File: src/rtl/irq_timer_if.sv
// Register-bus interface for the irq_timer slave: word-select address,
// write strobe/data, combinational read data and the interrupt request.
interface irq_timer_if;
  logic [1:0]  addr;
  logic        we;
  logic [31:0] wdata;
  logic [31:0] rdata;
  logic        irq;

  modport master (output addr, we, wdata, input rdata, irq);
  modport slave  (input addr, we, wdata, output rdata, irq);
endinterface

File: src/rtl/irq_timer.sv
// irq_timer: memory-mapped countdown timer acting as the CPU interrupt source.
// Registers: 0 = CTRL {IM, MODE[1:0], EN}, 1 = PRESET, 2 = COUNT (read-only),
// 3 = reserved (reads 0). irq = irq_flag & CTRL.IM.
// Optional feature macro: TIMER_PRESCALE_EN enables an 8-bit prescaler so
// COUNT decrements once every PRESCALE cycles instead of every cycle.
module irq_timer #(
  parameter int unsigned PRESCALE = 4
) (
  input  logic        clk,
  input  logic        reset,
  irq_timer_if.slave  bus
);

  typedef enum logic [1:0] {
    S_IDLE = 2'd0,
    S_LOAD = 2'd1,
    S_CNT  = 2'd2,
    S_INT  = 2'd3
  } state_t;

  localparam logic [1:0] MODE_RELOAD = 2'd1;

  if ((PRESCALE < 1) || (PRESCALE > 255)) begin : g_bad_prescale
    $error("irq_timer: PRESCALE must be in 1..255");
  end

  state_t      state_q, state_d;
  logic        en_q, en_d;
  logic [1:0]  mode_q, mode_d;
  logic        im_q, im_d;
  logic [31:0] preset_q, preset_d;
  logic [31:0] count_q, count_d;
  logic        flag_q, flag_d;
  logic        tick;
  logic        ctrl_wr;
  logic        preset_wr;

  assign ctrl_wr   = bus.we && (bus.addr == 2'd0);
  assign preset_wr = bus.we && (bus.addr == 2'd1);

`ifdef TIMER_PRESCALE_EN
  logic [7:0] pre_q, pre_d;

  // Prescaler: runs only while counting, restarts from zero on every other state
  always_comb begin
    pre_d = '0;
    tick  = 1'b0;
    if (state_q == S_CNT) begin
      if (pre_q == 8'(PRESCALE - 1)) begin
        tick = 1'b1;
      end else begin
        pre_d = pre_q + 8'd1;
      end
    end
  end

  // Prescaler register
  always_ff @(posedge clk or posedge reset) begin
    if (reset) begin
      pre_q <= '0;
    end else begin
      pre_q <= pre_d;
    end
  end
`else
  assign tick = 1'b1;
`endif

  // Next-state logic: FSM first, then bus writes so the written CTRL value
  // overrides the INT-state EN clear, while an FSM flag set beats the
  // CTRL-write acknowledge so no interrupt is lost.
  always_comb begin
    logic flag_set;
    logic flag_clr;
    state_d  = state_q;
    en_d     = en_q;
    mode_d   = mode_q;
    im_d     = im_q;
    preset_d = preset_q;
    count_d  = count_q;
    flag_set = 1'b0;
    flag_clr = 1'b0;

    case (state_q)
      S_IDLE: begin
        if (en_q) state_d = S_LOAD;
      end
      S_LOAD: begin
        count_d = preset_q;
        state_d = S_CNT;
      end
      S_CNT: begin
        if (!en_q) begin
          state_d = S_IDLE;
        end else if (tick) begin
          if (count_q <= 32'd1) begin
            count_d  = '0;
            flag_set = 1'b1;
            state_d  = S_INT;
          end else begin
            count_d = count_q - 32'd1;
          end
        end
      end
      S_INT: begin
        if (mode_q == MODE_RELOAD) begin
          count_d  = preset_q;
          flag_clr = 1'b1;
          state_d  = S_CNT;
        end else begin
          en_d    = 1'b0;
          state_d = S_IDLE;
        end
      end
      default: state_d = S_IDLE;
    endcase

    if (ctrl_wr) begin
      en_d     = bus.wdata[0];
      mode_d   = bus.wdata[2:1];
      im_d     = bus.wdata[3];
      flag_clr = 1'b1;
    end
    if (preset_wr) begin
      preset_d = bus.wdata;
    end

    if (flag_set)      flag_d = 1'b1;
    else if (flag_clr) flag_d = 1'b0;
    else               flag_d = flag_q;
  end

  // State and register file update
  always_ff @(posedge clk or posedge reset) begin
    if (reset) begin
      state_q  <= S_IDLE;
      en_q     <= 1'b0;
      mode_q   <= '0;
      im_q     <= 1'b0;
      preset_q <= '0;
      count_q  <= '0;
      flag_q   <= 1'b0;
    end else begin
      state_q  <= state_d;
      en_q     <= en_d;
      mode_q   <= mode_d;
      im_q     <= im_d;
      preset_q <= preset_d;
      count_q  <= count_d;
      flag_q   <= flag_d;
    end
  end

  // Combinational register read and interrupt output
  always_comb begin
    case (bus.addr)
      2'd0:    bus.rdata = {28'd0, im_q, mode_q, en_q};
      2'd1:    bus.rdata = preset_q;
      2'd2:    bus.rdata = count_q;
      default: bus.rdata = '0;
    endcase
    bus.irq = flag_q & im_q;
  end

endmodule

File: src/flat_wrapper.sv
// flat-port wrapper written by rule: the top's interface ports become plain ports
module irq_timer_flat 
#(
  parameter int unsigned PRESCALE = 4
)
  (clk, reset, bus_addr, bus_we, bus_wdata, bus_rdata, bus_irq);
  irq_timer_if bus_i ();
  input  logic clk;
  input  logic reset;
  input wire logic [$bits(bus_i.addr)-1:0] bus_addr;
  input wire logic [$bits(bus_i.we)-1:0] bus_we;
  input wire logic [$bits(bus_i.wdata)-1:0] bus_wdata;
  output wire logic [$bits(bus_i.rdata)-1:0] bus_rdata;
  output wire logic [$bits(bus_i.irq)-1:0] bus_irq;
  assign bus_i.addr = bus_addr;
  assign bus_i.we = bus_we;
  assign bus_i.wdata = bus_wdata;
  assign bus_rdata = bus_i.rdata;
  assign bus_irq = bus_i.irq;
  irq_timer #(.PRESCALE(PRESCALE)) u_core (.clk(clk), .reset(reset), .bus(bus_i));
endmodule
File: config.mk
export PLATFORM = sky130hd
export DESIGN_NAME = irq_timer_flat
export DESIGN_NICKNAME = d
export VERILOG_FILES = /design/src/rtl/irq_timer_if.sv /design/src/rtl/irq_timer.sv /design/src/flat_wrapper.sv
export SDC_FILE = /design/constraint.sdc
export NUM_CORES = 1
export LEC_CHECK = 0
export ABC_AREA = 1
export BUFFER_PORTS_ARGS = -buffer_cell sky130_fd_sc_hd__buf_4
export CELL_PAD_IN_SITES_DETAIL_PLACEMENT = 1
export CELL_PAD_IN_SITES_GLOBAL_PLACEMENT = 2
export CORE_UTILIZATION = 36
export DETAILED_ROUTE_END_ITERATION = 8
export GPL_ROUTABILITY_DRIVEN = 0
export PLACE_DENSITY_LB_ADDON = 0.12
export REMOVE_ABC_BUFFERS = 1
export SLEW_MARGIN = 20
export SYNTH_ARGS = -nofsm -noshare
export SYNTH_HDL_FRONTEND = slang
export SYNTH_SLANG_ARGS = --single-unit
File: constraint.sdc
create_clock -name clk -period 4 [get_ports clk]
set_input_delay 1.2 -clock clk [delete_from_list [all_inputs] [get_ports clk]]
set_output_delay 1.2 -clock clk [all_outputs]
set_load 0.02 [all_outputs]
==> results.sh, run 1 <==
export IMPL_fin_tns_setup_ns=0
export IMPL_ys_warn_count=0
export IMPL_antenna_found_initial=0
export IMPL_htreeDepth=3
export IMPL_yosysSeqAreaShare_pct=38.16
export IMPL_cts_tree="done"
export IMPL_worst_slew_pin_slew_ns=0.7420
export IMPL_skew_ns=0.004034
export IMPL_synth_edff_count=0
export IMPL_holdCritPathClass="register to register"
export IMPL_crit_top_cell="buf_4"
export IMPL_antenna_cells=0
export IMPL_cts_resized=0
export IMPL_timing_fmax_mhz=282.8
export IMPL_die_x_um=115.7
export IMPL_routed_via_density=4.919
export IMPL_hold_buffers=0
export IMPL_vias=4152
export IMPL_cellPowerDensity_nw_per_um2=654.6
export IMPL_numCtsBuffers=9
export IMPL_cp_data_arrival_time_ns=2.34
export IMPL_wl_per_cell_um=16.11
export IMPL_clk_path_buf_depth=2
export IMPL_grt_max_degree=41
export IMPL_clkSlewWorstSetupHoldPaths_ns=0.06
export IMPL_final_cell_mix="122 x nor2_1, 91 x nand2_1, 79 x buf_4"
export IMPL_syn_area_per_cell_um2=7.747
export IMPL_antenna_left=0
export IMPL_synth_cells=601
export IMPL_overflow=0
export IMPL_postCtsSetupBuffers=0
export IMPL_drv_slew=0
export IMPL_crit_type="primary input to output port"
export IMPL_slowest_delay_ns=0.27
export IMPL_grtUsageTotal_pct=22.60
export IMPL_status="finished, final reports clean"
export IMPL_nFillCells=1608
export IMPL_rows=41
export IMPL_finalWirelength_mm=13.60
export IMPL_grt_pass1_vias=4366
export IMPL_min_period_ns=3.536
export IMPL_finalSetupViolCount=0
export IMPL_root_buffer="clkbuf_16"
export IMPL_cp_num_buf_inv=5
export IMPL_slew_headroom_pct=50.36
export IMPL_die_area_um2=13390
export IMPL_peakVddDrop_uv=360.9
export IMPL_critPathCaptureType="output port"
export IMPL_drv_cap=0
export IMPL_synth_cell_types=36
export IMPL_drt_first_iter_violations=141
export IMPL_final_common_cell="nor2_1"
export IMPL_crit_required_ns=2.80
export IMPL_async_reset_ff_share_pct=100.0
export IMPL_io_pins=70
export IMPL_register_area_um2=1777
export IMPL_hold_viol=0
export IMPL_drive_above_1_share_pct=24.55
export IMPL_drtPass1Iterations=4
export IMPL_period_share_pct=88.39
export IMPL_cellLeakagePower_nw=2.711
export IMPL_clk_latency_ns=0.35
export IMPL_path_max_fanout=7
export IMPL_cp_start_kind="primary input"
export IMPL_coreArea_um2=12620
export IMPL_hold_slack_ns=0.4942
export IMPL_portBuffers=69
export IMPL_synthFlopType="dfrtp_1"
export IMPL_die_h_um=115.7
export IMPL_dpl_hpwl_mm=10.03
export IMPL_ys_ff_latch=71
export IMPL_crit_chain="buf_4 -> inv_1 -> nor2_1 -> inv_1 -> buf_4 -> o221ai_1 -> buf_4"
export IMPL_syn2layout_area_growth_pct=19.73
export IMPL_initial_core_util_pct=36.89
export IMPL_rsz0062_at_grt="false"
export IMPL_grt_pass1_wl_mm=22.87
export IMPL_critPathSlowestCell="inv_1"
export IMPL_multiInputGateArea_um2=2411
export IMPL_cts_sinks=71
export IMPL_critPathTopFamily="buffers and inverters"
export IMPL_finalNetCount=707
export IMPL_drcViolationCount=0
export IMPL_netlist_area_um2=4656
==> final cells by class <==
type,count,area share [%]
Clock buffer,11,4.534
Clock inverter,4,0.8081
Inverter,72,5.028
Multi-Input combinational cell,435,43.25
Sequential cell,71,31.87
Tap cell,172,3.861
Timing Repair Buffer,79,10.64
==> per-stage QoR <==
stage                     setup WS, ns  instance area, um^2  util (%)  power, mW  std cells
after global routing            0.3712                 5574     44.17      3.929        844
final                           0.4642                 5574     44.17      3.649        844
after global placement          0.4542                 5276     41.81      2.785        829
after floorplan                 0.1526                 4466         -      2.319        578
after detailed placement        0.4362                 5276     41.81      2.836        829
after CTS                       0.4264                 5574     44.17      3.694        844
==> report_power, final <==
part | leakage (nW) | switching, mW | total, mW | internal [mW]
logic | 1.76 | 1.04 | 1.59 | 0.556
registers | 0.798 | 0.282 | 1.23 | 0.949
clock network | 0.151 | 0.315 | 0.825 | 0.510
==> synth_stat cells, types with 3 or more instances <==
cell type | instances | area share (%)
nand2_1 | 92 | 7.4
nand4_1 | 13 | 1.7
nand2_2 | 3 | 0.40
xor2_1 | 14 | 2.6
o21ai_0 | 29 | 3.1
o22ai_1 | 19 | 2.6
a21oi_1 | 49 | 5.3
dfrtp_1 | 71 | 38
mux2_2 | 8 | 1.9
clkbuf_8 | 4 | 1.2
nand2_4 | 22 | 5.3
nor2_2 | 6 | 0.81
nor2_1 | 122 | 9.8
inv_1 | 70 | 5.6
o211ai_1 | 3 | 0.48
nor2_4 | 4 | 0.97
a21oi_2 | 19 | 3.6
buf_2 | 3 | 0.32
clkbuf_1 | 9 | 0.73
nand3_1 | 18 | 1.9
==> flip-flops by register name (all words and copies together), names as in the netlist <==
signal	cells
u_core.state_q	2
u_core.count_q	32
u_core.flag_q	1
u_core.en_q	1
u_core.mode_q	2
u_core.preset_q	32
u_core.im_q	1
==> metal layers <==
layer  vias to the layer above  share of wire [%]  global-route usage [%]
met4                         0                1.2                   6.410
met3                        10                2.3                   4.079
met1                      2022                 49                   29.88
li1                       2069                  -                       -
met2                        51                 48                   37.92
met5                         -                  0                       0
==> final timing paths <==
| kind | start | slack (ns) | end | depth (start not counted) |
|---|---|---|---|---|
| hold / removal | u_core.preset_q[1]$_DFFE_PP0P_ | 0.49 | u_core.preset_q[1]$_DFFE_PP0P_ | 2 |
| hold reg to reg | u_core.preset_q[1]$_DFFE_PP0P_ | 0.49 | u_core.preset_q[1]$_DFFE_PP0P_ | 2 |
| min in group asynchronous | reset | 0.86 | u_core.im_q$_DFFE_PP0P_ | 2 |
| setup reg to reg | u_core.state_q[0]$_DFFE_PP0P_ | 1.85 | u_core.count_q[1]$_DFFE_PP0P_ | 6 |
| max in group asynchronous | reset | 2.36 | u_core.preset_q[16]$_DFFE_PP0P_ | 3 |
| setup / recovery | bus_addr[0] | 0.46 | bus_rdata[1] | 7 |
==> cell families (layout without fill, tap and decap cells) <==
logic type	count (synthesis)	after routing	share of synthesized area, %
multiplexers	8	8	1.935
XOR/XNOR	14	14	2.634
AND/OR/NAND/NOR	285	285	30.50
buffers and inverters	95	166	10.10
adder cells (fa/ha/maj)	2	2	0.5374
AO/OA/AOI/OAI	126	126	16.12
flip-flops	71	71	38.16
==> worst min-delay path, cell delays in order, from the launching register on <==
cell and delay [ns]:
dfrtp_1 0.34, nand2_1 0.05, o21ai_0 0.06
No activity file was read; power rests on OpenSTA's default activity.
==> inputs of run 2 (changes only) <==
--- a/config.mk
+++ b/config.mk
@@ -6,12 +6,11 @@
 export NUM_CORES = 1
 export LEC_CHECK = 0
 export ABC_AREA = 1
-export BUFFER_PORTS_ARGS = -buffer_cell sky130_fd_sc_hd__buf_4
 export CELL_PAD_IN_SITES_DETAIL_PLACEMENT = 1
 export CELL_PAD_IN_SITES_GLOBAL_PLACEMENT = 2
-export CORE_UTILIZATION = 36
+export CORE_UTILIZATION = 31
 export DETAILED_ROUTE_END_ITERATION = 8
-export GPL_ROUTABILITY_DRIVEN = 0
+export DONT_BUFFER_PORTS = 1
 export PLACE_DENSITY_LB_ADDON = 0.12
 export REMOVE_ABC_BUFFERS = 1
 export SLEW_MARGIN = 20
==> results.sh, run 2 (synthesis results as in run 1) <==
export IMPL_critPathSlowestCell="inv_1"
export IMPL_clk_path_buf_depth=2
export IMPL_critPathTopFamily="buffers and inverters"
export IMPL_rsz0062_at_grt="false"
export IMPL_vias=3993
export IMPL_htreeDepth=3
export IMPL_finalWirelength_mm=14.03
export IMPL_final_cell_mix="122 x nor2_1, 91 x nand2_1, 71 x dfrtp_1"
export IMPL_cellLeakagePower_nw=2.478
export IMPL_postCtsSetupBuffers=0
export IMPL_die_x_um=124.6
export IMPL_portBuffers=0
export IMPL_drive_above_1_share_pct=18.40
export IMPL_hold_viol=0
export IMPL_period_share_pct=94.28
export IMPL_antenna_cells=0
export IMPL_drtPass1Iterations=4
export IMPL_crit_required_ns=2.80
export IMPL_antenna_left=0
export IMPL_grt_max_degree=43
export IMPL_coreArea_um2=14590
export IMPL_cp_num_buf_inv=3
export IMPL_critPathCaptureType="output port"
export IMPL_fin_tns_setup_ns=0
export IMPL_hold_depth=2
export IMPL_timing_fmax_mhz=265.2
export IMPL_path_max_fanout=21
export IMPL_slowest_delay_ns=0.69
export IMPL_grtUsageTotal_pct=19.29
export IMPL_cts_tree="done"
export IMPL_syn2layout_area_growth_pct=12.52
export IMPL_rows=44
export IMPL_cp_data_arrival_time_ns=2.57
export IMPL_gp_congestion=0.8019
export IMPL_min_from="u_core.mode_q[1]$_DFFE_PP0P_"
export IMPL_drcViolationCount=0
export IMPL_clk_latency_ns=0.35
export IMPL_dpl_hpwl_mm=10.11
export IMPL_finalSetupViolCount=0
export IMPL_skew_ns=0.006880
export IMPL_cts_sinks=71
export IMPL_peakVddDrop_uv=322.3
export IMPL_r2r_start="u_core.state_q[0]$_DFFE_PP0P_"
export IMPL_die_h_um=124.6
export IMPL_io_pins=70
export IMPL_worstRegToRegCells=7
export IMPL_crit_chain="inv_1 -> nor2_1 -> inv_1 -> o221ai_1 -> buf_4"
export IMPL_finalNetCount=661
export IMPL_cellPowerDensity_nw_per_um2=683.0
export IMPL_cts_resized=0
export IMPL_status="finished, final reports clean"
export IMPL_drt_first_iter_violations=191
export IMPL_worst_slew_pin_slew_ns=0.9368
export IMPL_slew_headroom_pct=37.48
export IMPL_crit_top_cell="inv_1"
export IMPL_cp_start_kind="primary input"
export IMPL_grt_pass1_vias=4253
export IMPL_wl_per_cell_um=17.34
export IMPL_fin_util_pct=35.91
export IMPL_drv_cap=0
export IMPL_drv_slew=0
export IMPL_clkSlewWorstSetupHoldPaths_ns=0.05
export IMPL_die_area_um2=15510
export IMPL_initial_core_util_pct=31.91
export IMPL_root_buffer="clkbuf_16"
export IMPL_antenna_found_initial=0
export IMPL_hold_end="u_core.mode_q[1]$_DFFE_PP0P_"
export IMPL_holdCritPathClass="register to register"
export IMPL_grt_pass1_wl_mm=23.27
export IMPL_min_period_ns=3.771
export IMPL_overflow=0
export IMPL_final_common_cell="nor2_1"
export IMPL_reg2reg_slack_ns=1.90
export IMPL_crit_type="primary input to output port"
export IMPL_numCtsBuffers=9
export IMPL_timing_rr_end="u_core.count_q[26]$_DFFE_PP0P_"
export IMPL_routed_via_density=4.936
export IMPL_hold_buffers=0
export IMPL_top_regs="u_core.count_q: 32 flops, u_core.preset_q: 32 flops"
## run 2: changes by cell type in the layout (fill, tap and decap cells not counted), sizes merged
cell    before  now
buf         79   33
clkinv       3    0
clkbuf      11   13
## run 2: how the worst max path moves through the flow
stage,cells past startpoint,slack [ns],startpoint,end
2_1_floorplan,4,0.15,bus_addr[0],bus_rdata[11]
3_3_place_gp,5,0.29,bus_addr[0],bus_rdata[1]
3_5_place_dp,5,0.23,bus_addr[0],bus_rdata[1]
4_1_cts,5,0.22,bus_addr[0],bus_rdata[1]
5_1_grt,5,0.12,bus_addr[0],bus_rdata[1]
6_report,5,0.23,bus_addr[0],bus_rdata[1]
## run 2: where the power goes
part / leakage [nW] / switching (mW) / internal, mW / total, mW
Sequential: 0.798 / 0.280 / 0.950 / 1.23
Clock: 0.136 / 0.304 / 0.494 / 0.798
Combinational: 1.54 / 1.03 / 0.520 / 1.55
Total: 2.48 / 1.61 / 1.96 / 3.58
## run 2: final cells by class
class / instances / area, um^2
well taps: 184 / 230.2
multi-input cells: 435 / 2411
fillers: 1804 / 9350
inverters: 72 / 280.3
flip-flops and latches: 71 / 1777
repair buffers: 33 / 260.3
clock buffers: 13 / 250.2
clock inverters: 1 / 30.03
## run 2: per-stage QoR
stage	hold slack, ns	instance area [um^2]	instances	setup WS, ns	total power [mW]
after floorplan	0.4530	4466	578	0.1526	2.319
after global placement	0.4690	4959	795	0.2901	2.766
after detailed placement	0.4784	4959	795	0.2287	2.816
after CTS	0.4925	5239	809	0.2160	3.646
after global routing	0.5193	5239	809	0.1187	3.864
final	0.4867	5239	809	0.2288	3.578
## run 2: worst min-delay path, cell delays in order (launching register included)
cell and delay, ns:
dfrtp_1 0.34, nand2_1 0.05, o21ai_0 0.06
## run 2: per-layer routing
| metal | vias up | routed length, um | global-route usage, % |
|---|---|---|---|
| met5 | - | 0 | 0 |
| met4 | 0 | 214 | 6.308 |
| met3 | 14 | 408 | 3.737 |
| met2 | 63 | 6366 | 30.06 |
| met1 | 1937 | 7035 | 26.69 |
| li1 | 1979 | - | - |
==> inputs of run 3 (changes only) <==
--- a/config.mk
+++ b/config.mk
@@ -8,6 +8,7 @@
 export ABC_AREA = 1
 export CELL_PAD_IN_SITES_DETAIL_PLACEMENT = 1
 export CELL_PAD_IN_SITES_GLOBAL_PLACEMENT = 2
+export CORE_ASPECT_RATIO = 0.8
 export CORE_UTILIZATION = 31
 export DETAILED_ROUTE_END_ITERATION = 8
 export DONT_BUFFER_PORTS = 1
==> results.sh, run 3 (synthesis results as in run 1) <==
export IMPL_peakVddDrop_uv=258.0
export IMPL_coreArea_um2=14490
export IMPL_grt_pass1_vias=4352
export IMPL_antenna_found_initial=0
export IMPL_clkSlewWorstSetupHoldPaths_ns=0.06
export IMPL_overflow=0
export IMPL_period_share_pct=94.28
export IMPL_postCtsSetupBuffers=0
export IMPL_path_max_fanout=21
export IMPL_hold_buffers=0
export IMPL_die_h_um=111.6
export IMPL_setup_slack_ns=0.2287
export IMPL_cp_data_arrival_time_ns=2.57
export IMPL_crit_type="primary input to output port"
export IMPL_root_buffer="clkbuf_16"
export IMPL_grt_max_degree=40
export IMPL_cts_tree="done"
export IMPL_syn2layout_area_growth_pct=12.58
export IMPL_timing_fmax_mhz=265.2
export IMPL_skew_ns=0.005227
export IMPL_critPathCaptureType="output port"
export IMPL_dpl_hpwl_mm=10.72
export IMPL_initial_core_util_pct=32.12
export IMPL_clk_latency_ns=0.34
export IMPL_r2r_start="u_core.state_q[0]$_DFFE_PP0P_"
export IMPL_numCtsBuffers=9
export IMPL_drive_above_1_share_pct=18.69
export IMPL_slew_headroom_pct=36.31
export IMPL_cellPowerDensity_nw_per_um2=685.8
export IMPL_htreeDepth=3
export IMPL_final_common_cell="nor2_1"
export IMPL_min_period_ns=3.771
export IMPL_vias=4013
export IMPL_clk_path_buf_depth=2
export IMPL_top_regs="u_core.count_q: 32 flops, u_core.preset_q: 32 flops"
export IMPL_drt_first_iter_violations=168
export IMPL_die_x_um=139.0
export IMPL_wl_per_cell_um=18.10
export IMPL_pre_cts_slack_ns=0.1919
export IMPL_finalNetCount=663
export IMPL_drtPass1Iterations=8
export IMPL_final_cell_mix="122 x nor2_1, 91 x nand2_1, 71 x dfrtp_1"
export IMPL_rsz0062_at_grt="false"
export IMPL_crit_chain="inv_1 -> nor2_1 -> inv_1 -> o22ai_1 -> buf_4"
export IMPL_crit_required_ns=2.80
export IMPL_violations="design-rule violations"
export IMPL_routed_via_density=4.954
export IMPL_portBuffers=0
export IMPL_finalWirelength_mm=14.66
export IMPL_nFillCells=1767
export IMPL_cts_sinks=71
export IMPL_cellLeakagePower_nw=2.483
export IMPL_hold_viol=0
export IMPL_worst_slew_pin_slew_ns=0.9543
export IMPL_die_area_um2=15520
export IMPL_min_from="u_core.preset_q[1]$_DFFE_PP0P_"
export IMPL_antenna_left=0
export IMPL_rows=39
export IMPL_grt_pass1_wl_mm=24.21
export IMPL_status="finished with violations"
export IMPL_finalSetupViolCount=0
export IMPL_drv_slew=0
export IMPL_crit_top_cell="inv_1"
export IMPL_antenna_cells=0
export IMPL_cp_start_kind="primary input"
export IMPL_drv_cap=0
export IMPL_critPathSlowestCell="inv_1"
export IMPL_fin_util_pct=36.17
export IMPL_slowest_delay_ns=0.70
export IMPL_critPathLaunch="bus_addr[0]"
export IMPL_fin_tns_setup_ns=0
export IMPL_holdCritPathClass="register to register"
export IMPL_grtUsageTotal_pct=20.44
export IMPL_cts_resized=0
export IMPL_drcViolationCount=4
export IMPL_reg2reg_slack_ns=1.86
export IMPL_io_pins=70
export IMPL_gp_congestion=0.7952
run 3: cell count changes in the layout (fill, tap and decap cells not counted):
| cell | previous run | this run |
|---|---|---|
| clkbuf_8 | 1 | 0 |
| clkinv_2 | 0 | 1 |
| buf_4 | 32 | 34 |
| clkbuf_1 | 3 | 2 |
run 3: routing by layer:
layer / track usage [%] / share of wire [%]
met1: 29.17 / 52
met2: 31.35 / 44
met3: 4.344 / 3.3
met4: 5.111 / 1.0
met5: 0 / 0
run 3: final timing paths:
kind,to,depth (start not counted)
min in group asynchronous,u_core.preset_q[8]$_DFFE_PP0P_,1
max reg2reg,u_core.count_q[19]$_DFFE_PP0P_,7
min,u_core.preset_q[1]$_DFFE_PP0P_,2
min reg2reg,u_core.preset_q[1]$_DFFE_PP0P_,2
max,bus_rdata[23],5
max in group asynchronous,u_core.preset_q[18]$_DFFE_PP0P_,2
run 3: report_power, final:
part	internal [mW]	total, mW	switching (mW)	leakage [nW]
combinational	0.528	1.57	1.05	1.55
clock	0.472	0.775	0.303	0.131
sequential	0.949	1.25	0.297	0.798
run 3: metrics by stage:
stage,instance area [um^2],std cells,total power [mW],hold WS [ns]
floorplan,4466,578,2.319,0.4530
global placement,4974,797,2.802,0.4719
detailed placement,4974,797,2.856,0.4737
CTS,5241,810,3.650,0.4878
global route,5241,810,3.874,0.5443
finish,5241,810,3.594,0.4836
run 3: layout make-up:
| type | instances | area [um^2] | area share, % |
|---|---|---|---|
| Clock buffer | 11 | 232.7 | 4.440 |
| Clock inverter | 2 | 35.03 | 0.6684 |
| Inverter | 72 | 280.3 | 5.347 |
| Multi-Input combinational cell | 435 | 2411 | 46.00 |
| Sequential cell | 71 | 1777 | 33.90 |
| Tap cell | 184 | 230.2 | 4.392 |
| Timing Repair Buffer | 35 | 275.3 | 5.252 |
run 3: worst max-delay path: cells and delay by family:
kind                   cells  cell delay (ns)
AOI/OAI and AO/OA          1             0.20
buffers and inverters      3             1.08
and+or+nand+nor            1             0.08
